## src/rtl/sha256_pkg.sv

```systemverilog
// Shared SHA-256 definitions: controller state encoding, initial hash value
// and the index of the last round.
package sha256_pkg;

    typedef enum logic [1:0] {
        ST_IDLE   = 2'd0,
        ST_INIT   = 2'd1,
        ST_ROUNDS = 2'd2,
        ST_DONE   = 2'd3
    } state_t;

    localparam logic [31:0] SHA256_H0_0 = 32'h6a09e667;
    localparam logic [31:0] SHA256_H0_1 = 32'hbb67ae85;
    localparam logic [31:0] SHA256_H0_2 = 32'h3c6ef372;
    localparam logic [31:0] SHA256_H0_3 = 32'ha54ff53a;
    localparam logic [31:0] SHA256_H0_4 = 32'h510e527f;
    localparam logic [31:0] SHA256_H0_5 = 32'h9b05688c;
    localparam logic [31:0] SHA256_H0_6 = 32'h1f83d9ab;
    localparam logic [31:0] SHA256_H0_7 = 32'h5be0cd19;

    localparam logic [5:0] SHA256_LOOP_LAST = 6'd63;

endpackage

```

## src/rtl/sha256_core_standard_ctrl.sv

```systemverilog
// Sequencer for the standard SHA-256 round datapath: one block per handshake,
// INIT + 64 rounds + DONE, digest held on a valid/ready output and chained back.
module sha256_core_standard_ctrl
    import sha256_pkg::*;
#(
    parameter logic [6:0] ROUND_WATCHDOG = 7'd66
) (
    input  logic         clk,
    input  logic         reset,

    input  logic         block_valid,
    input  logic         block_first,
    input  logic [511:0] block_data,
    output logic         block_ready,

    output logic         digest_valid,
    input  logic         digest_ready,
    output logic [255:0] digest_out,

    output logic         busy,
    output logic         error,

    input  logic         t_ctr_last,
    input  logic [255:0] dp_digest,
    output logic         t_ctr_init,
    output logic         t_ctr_next,
    output logic         digest_init,
    output logic         loop_init,
    output logic         loop_next,
    output logic         w_init,
    output logic         w_next,
    output logic [511:0] dp_block,
    output logic         dp_first_block,
    output logic [255:0] dp_prev_digest
);

    state_t     r_state;
    state_t     w_state_nxt;
    logic [6:0] r_round_ctr;
    logic       w_accept;
    logic       w_consume;
    logic       w_timeout;

    assign w_accept  = block_valid & block_ready;
    assign w_consume = digest_valid & digest_ready;
    // Abort only if the datapath never reported its last round in time.
    assign w_timeout = (r_state == ST_ROUNDS) && !t_ctr_last &&
                       (r_round_ctr == (ROUND_WATCHDOG - 7'd1));

    assign dp_prev_digest = digest_out;

    always_ff @(posedge clk) begin
        if (reset) begin
            r_state <= ST_IDLE;
        end else begin
            r_state <= w_state_nxt;
        end
    end

    always_comb begin
        w_state_nxt = r_state;
        case (r_state)
            ST_IDLE:   if (w_accept) w_state_nxt = ST_INIT;
            ST_INIT:   w_state_nxt = ST_ROUNDS;
            ST_ROUNDS: begin
                if (t_ctr_last) begin
                    w_state_nxt = ST_DONE;
                end else if (w_timeout) begin
                    w_state_nxt = ST_IDLE;
                end
            end
            ST_DONE:   w_state_nxt = ST_IDLE;
            default:   w_state_nxt = ST_IDLE;
        endcase
    end

    always_comb begin
        t_ctr_init  = 1'b0;
        t_ctr_next  = 1'b0;
        digest_init = 1'b0;
        loop_init   = 1'b0;
        loop_next   = 1'b0;
        w_init      = 1'b0;
        w_next      = 1'b0;
        block_ready = 1'b0;
        busy        = (r_state != ST_IDLE);
        case (r_state)
            ST_IDLE: block_ready = !digest_valid;
            ST_INIT: begin
                t_ctr_init  = 1'b1;
                digest_init = 1'b1;
                loop_init   = 1'b1;
                w_init      = 1'b1;
            end
            ST_ROUNDS: begin
                loop_next  = 1'b1;
                w_next     = 1'b1;
                // Hold the datapath counter at 63 on the final round.
                t_ctr_next = !t_ctr_last;
            end
            default: ;
        endcase
    end

    always_ff @(posedge clk) begin
        if (reset) begin
            r_round_ctr    <= 7'd0;
            error          <= 1'b0;
            digest_valid   <= 1'b0;
            digest_out     <= 256'd0;
            dp_block       <= 512'd0;
            dp_first_block <= 1'b1;
        end else begin
            if (w_accept) begin
                dp_block       <= block_data;
                dp_first_block <= block_first;
            end
            if (r_state == ST_INIT) begin
                r_round_ctr <= 7'd0;
            end else if (r_state == ST_ROUNDS) begin
                r_round_ctr <= r_round_ctr + 7'd1;
            end
            if (w_timeout) begin
                error <= 1'b1;
            end
            if (r_state == ST_DONE) begin
                digest_out   <= dp_digest;
                digest_valid <= 1'b1;
            end else if (w_consume) begin
                digest_valid <= 1'b0;
            end
        end
    end

endmodule
```

## config.mk

```make
export PLATFORM = sky130hd
export DESIGN_NAME = sha256_core_standard_ctrl
export DESIGN_NICKNAME = d
export VERILOG_FILES = /design/src/rtl/sha256_pkg.sv /design/src/rtl/sha256_core_standard_ctrl.sv
export SDC_FILE = /design/constraint.sdc
export NUM_CORES = 2
export LEC_CHECK = 0
export ABC_AREA = 1
export CORE_AREA = 4 4 700 702
export CTS_CLUSTER_SIZE = 40
export DETAILED_ROUTE_END_ITERATION = 10
export DIE_AREA = 0 0 704 706
export MAX_ROUTING_LAYER = met4
export PLACE_DENSITY = 0.3
export SLEW_MARGIN = 30
export SYNTH_ARGS = -nofsm -noshare
export SYNTH_HDL_FRONTEND = slang
export SYNTH_SLANG_ARGS = --single-unit
```

## constraint.sdc

```tcl
create_clock -name clk -period 1.32 [get_ports clk]
set_input_delay 0.264 -clock clk [delete_from_list [all_inputs] [get_ports clk]]
set_output_delay 0.264 -clock clk [all_outputs]
set_load 0.02 [all_outputs]
```

==> summary.md <==
| Metric | Value |
|---|---|
| First-pass GRT wire length | 437600 µm |
| Synthesized area | 33180 µm² |
| Global-route usage over all layers | 0.1382 |
| Crit path launch type | flip-flop |
| Port buffer count | 1809 |
| Fmax | 477.7 MHz |
| Skew final | 48.85 ps |
| Slew HR | 0.6203 |
| Die height | 706 µm |
| Clock latency on the worst-skew pair | 890 ps |
| Layout cell share with drive strength beyond 1 | 0.5199 |
| PnR worst setup slack | -773.3 ps |
| Post-Synth Adder-Cell Area | 0.0007541 |
| Compound-Gate Fraction of Synth Area | 0.1504 |
| H-tree levels | 3 |
| Synth Warn # | 0 |
| Syn Nets | 4503 |
| Leading area contributor after synthesis | dfxtp_1 |
| Worst VDD drop | 0.9881 mV |
| Cells after synthesis | 3727 |
| Final WL | 357200 µm |
| ANT nets after route | 0 |
| IO Pins | 1810 |
| Mux cell area share after synthesis | 0 |
| Worst Path Required | 1060 ps |
| Die ar. | 497000 µm² |
| Max_cap viols | 0 |
| R2R Setup Slk | -660 ps |
| Critical-path maximum fanout | 3 |
| Synth cell types | 25 |
| Final setup vio count | 1811 |
| Most frequent cells in the layout | 771 x clkdlybuf4s50_1, 620 x buf_12, 608 x dlygate4sd3_1 |
| DP Area | 65120 µm² |
| Hpwl dp | 304200 µm |
| Worst stage delay on the critical path | 340 ps |
| Drt via density | 2.932 |
| Post-synthesis simple-gate area fraction | 0.2590 |
| RSZ-0062 raised after global routing | yes |
| Largest family of logic cells by synthesized area | simple AND/OR/NAND/NOR gates |
| Die W | 704 µm |
| Seq/Total Area, Yosys | 0.4706 |
| CTS clk-pin slew, worst paths | 60 ps |
| Core area | 484300 µm² |
| GPL Wtd Cong | 0.9191 |
| Yosys top cell area share | 0.4706 |
| Worst-path cell with the longest stage delay | dfxtp_2 |
| Placed insts | 11890 |
| Final instance area | 81380 µm² |
| Pins Over Slew Limit | 0 |
| Avg WL per Cell | 27.59 µm |
| Clock root buffer | clkbuf_16 |
| Top cells by area, synth | dfxtp_1 47%, nand3_2 12%, a21oi_2 7.7% |
| Area Overhead vs Synth | 145.2% |
| Remaining routing DRC violations | 0 |
| Overall Power | 135.9 mW |
| Row cnt | 256 |
| Layout Nets | 7087 |
| Tmin final | 2093 ps |
| Vias in the first global route | 38680 |
| DR vias | 37960 |
| Total global routing overflow | 0 |
| Crit-path leading delay family | flip-flops |
| Most common cell after layout, fill and taps aside | clkdlybuf4s50_1 |
| Initial antenna violation count | 161 |
| Cells along the critical path | nor2_4, inv_4, nor2_8, buf_12, buf_8 |
| Worst slew pin tran | 563.6 ps |
| Avg Cell Area, Syn | 8.903 µm² |
| Final hold vios | 0 |
| Critical Path End Type | primary output |
| Post-route insts no fill | 12950 |
| Xor and xnor area share after synthesis | 0.0005279 |
| CP bufs+invs | 3 |
| Worst hold path class | input pin to flip-flop |
| Lkg Pwr | 30.39 nW |
| DRT iter0 DRCs | 1688 |
| TritonCTS Buffers | 119 |
| Effective utilization at floorplan | 0.06851 |
| CP Class | flip-flop to primary output |
| Synth async-reset ratio | 0 |
| CP arrival | 1830 ps |
| Final worst-path cycle share | 1.586 |
| Largest net degree at the start of global routing | 56 |
| Synth Register Bits | 780 |
| Max clock buf depth | 4 |
| TNS Setup | -750140 ps |
| Power Density | 1670 nW/µm² |
| EDFF count, synth | 0 |
| Primary FF master, synth | dfxtp_1 |
| Sink Count | 780 |
| Final hold slack | 115.2 ps |
| Failing checks | negative setup slack |
| Outcome | complete, but fails checks |
| Pre-antenna DRT Iters | 5 |
| TritonCTS clock tree | yes |
## Yosys cell counts, types with 2 or more instances
master / count
a21oi_1: 228
buf_8: 27
buf_2: 119
buf_12: 3
nor2_1: 524
a21oi_2: 291
clkbuf_1: 114
ha_1: 2
o21ai_0: 260
nand2_1: 528
buf_4: 266
nand3_1: 119
buf_1: 11
nand3_2: 400
dfxtp_1: 780
inv_1: 16
buf_6: 31
## where the power goes
part / internal, mW / switching (mW)
clock network: 20.8 / 13.5
registers: 28.1 / 5.33
logic: 32.1 / 36.0
## kinds of logic after synthesis
group                    count (synthesis)
AND/OR/NAND/NOR                       1576
adder cells (fa/ha/maj)                  2
AO/OA/AOI/OAI                          779
flip-flops                             780
buffers and inverters                  588
XOR/XNOR                                 2
## timing repair
action | CTS | global route
resized for setup | 3186 | 620
buffers inserted | 45 | 48
cloned | 4 | 46
hold buffers | 608 | 0
hold endpoints to repair | 635 | 0
setup endpoints to repair | 1812 | 1814
pin swaps | 3 | 229
## layout make-up
class                           count  area [µm²]
Antenna cell                       92       230.2
Inverter                           17       93.84
Sequential cell                   780       16450
Clock buffer                      166        3465
Clock inverter                     51       686.9
Timing Repair Buffer             3034       36870
Multi-Input combinational cell   2359       15510
Fill cell                       54040      402900
Tap cell                         6450        8070
## metal layers
| layer | vias to the layer above | share of wire | GRT usage | routed length, µm |
|---|---|---|---|---|
| li1 | 17510 | - | - | - |
| met5 | - | 0 | - | 0 |
| met3 | 354 | 0.070 | 0.04285 | 25110 |
| met2 | 1330 | 0.53 | 0.2529 | 187800 |
| met4 | 0 | 0.031 | 0.03577 | 11060 |
| met1 | 18770 | 0.37 | 0.1426 | 133200 |
## flip-flops by register name, indices dropped and copies added, names as in the netlist
name            flops
digest_out        256
dp_first_block      1
r_round_ctr         7
error               1
dp_block          512
r_state             2
digest_valid        1
## final timing paths
check / from / endpoint / cells after the start
hold / removal: dp_digest[216] / digest_out[216] / 3
setup / recovery: r_state[0] / block_ready / 5
hold reg to reg: dp_block[266] / dp_block[266] / 2
setup reg to reg: digest_valid / dp_block[276] / 9
## worst reg2reg max path: stages (launching register included)
cell	delay [ps]
dfxtp_4	510
buf_6	180
buf_6	80
nand3b_1	140
buf_12	180
clkbuf_16	280
buf_12	190
buf_16	140
nand2_1	80
a21oi_2	140
## stage by stage
step / setup WS, ps / utilization
floorplan: -9.042 / -
global placement: -630.7 / 0.1345
detailed placement: -643.7 / 0.1345
CTS: -923.4 / 0.1597
global route: -891.4 / 0.1680
finish: -773.3 / 0.1680
(Power assumes the default switching activity.)
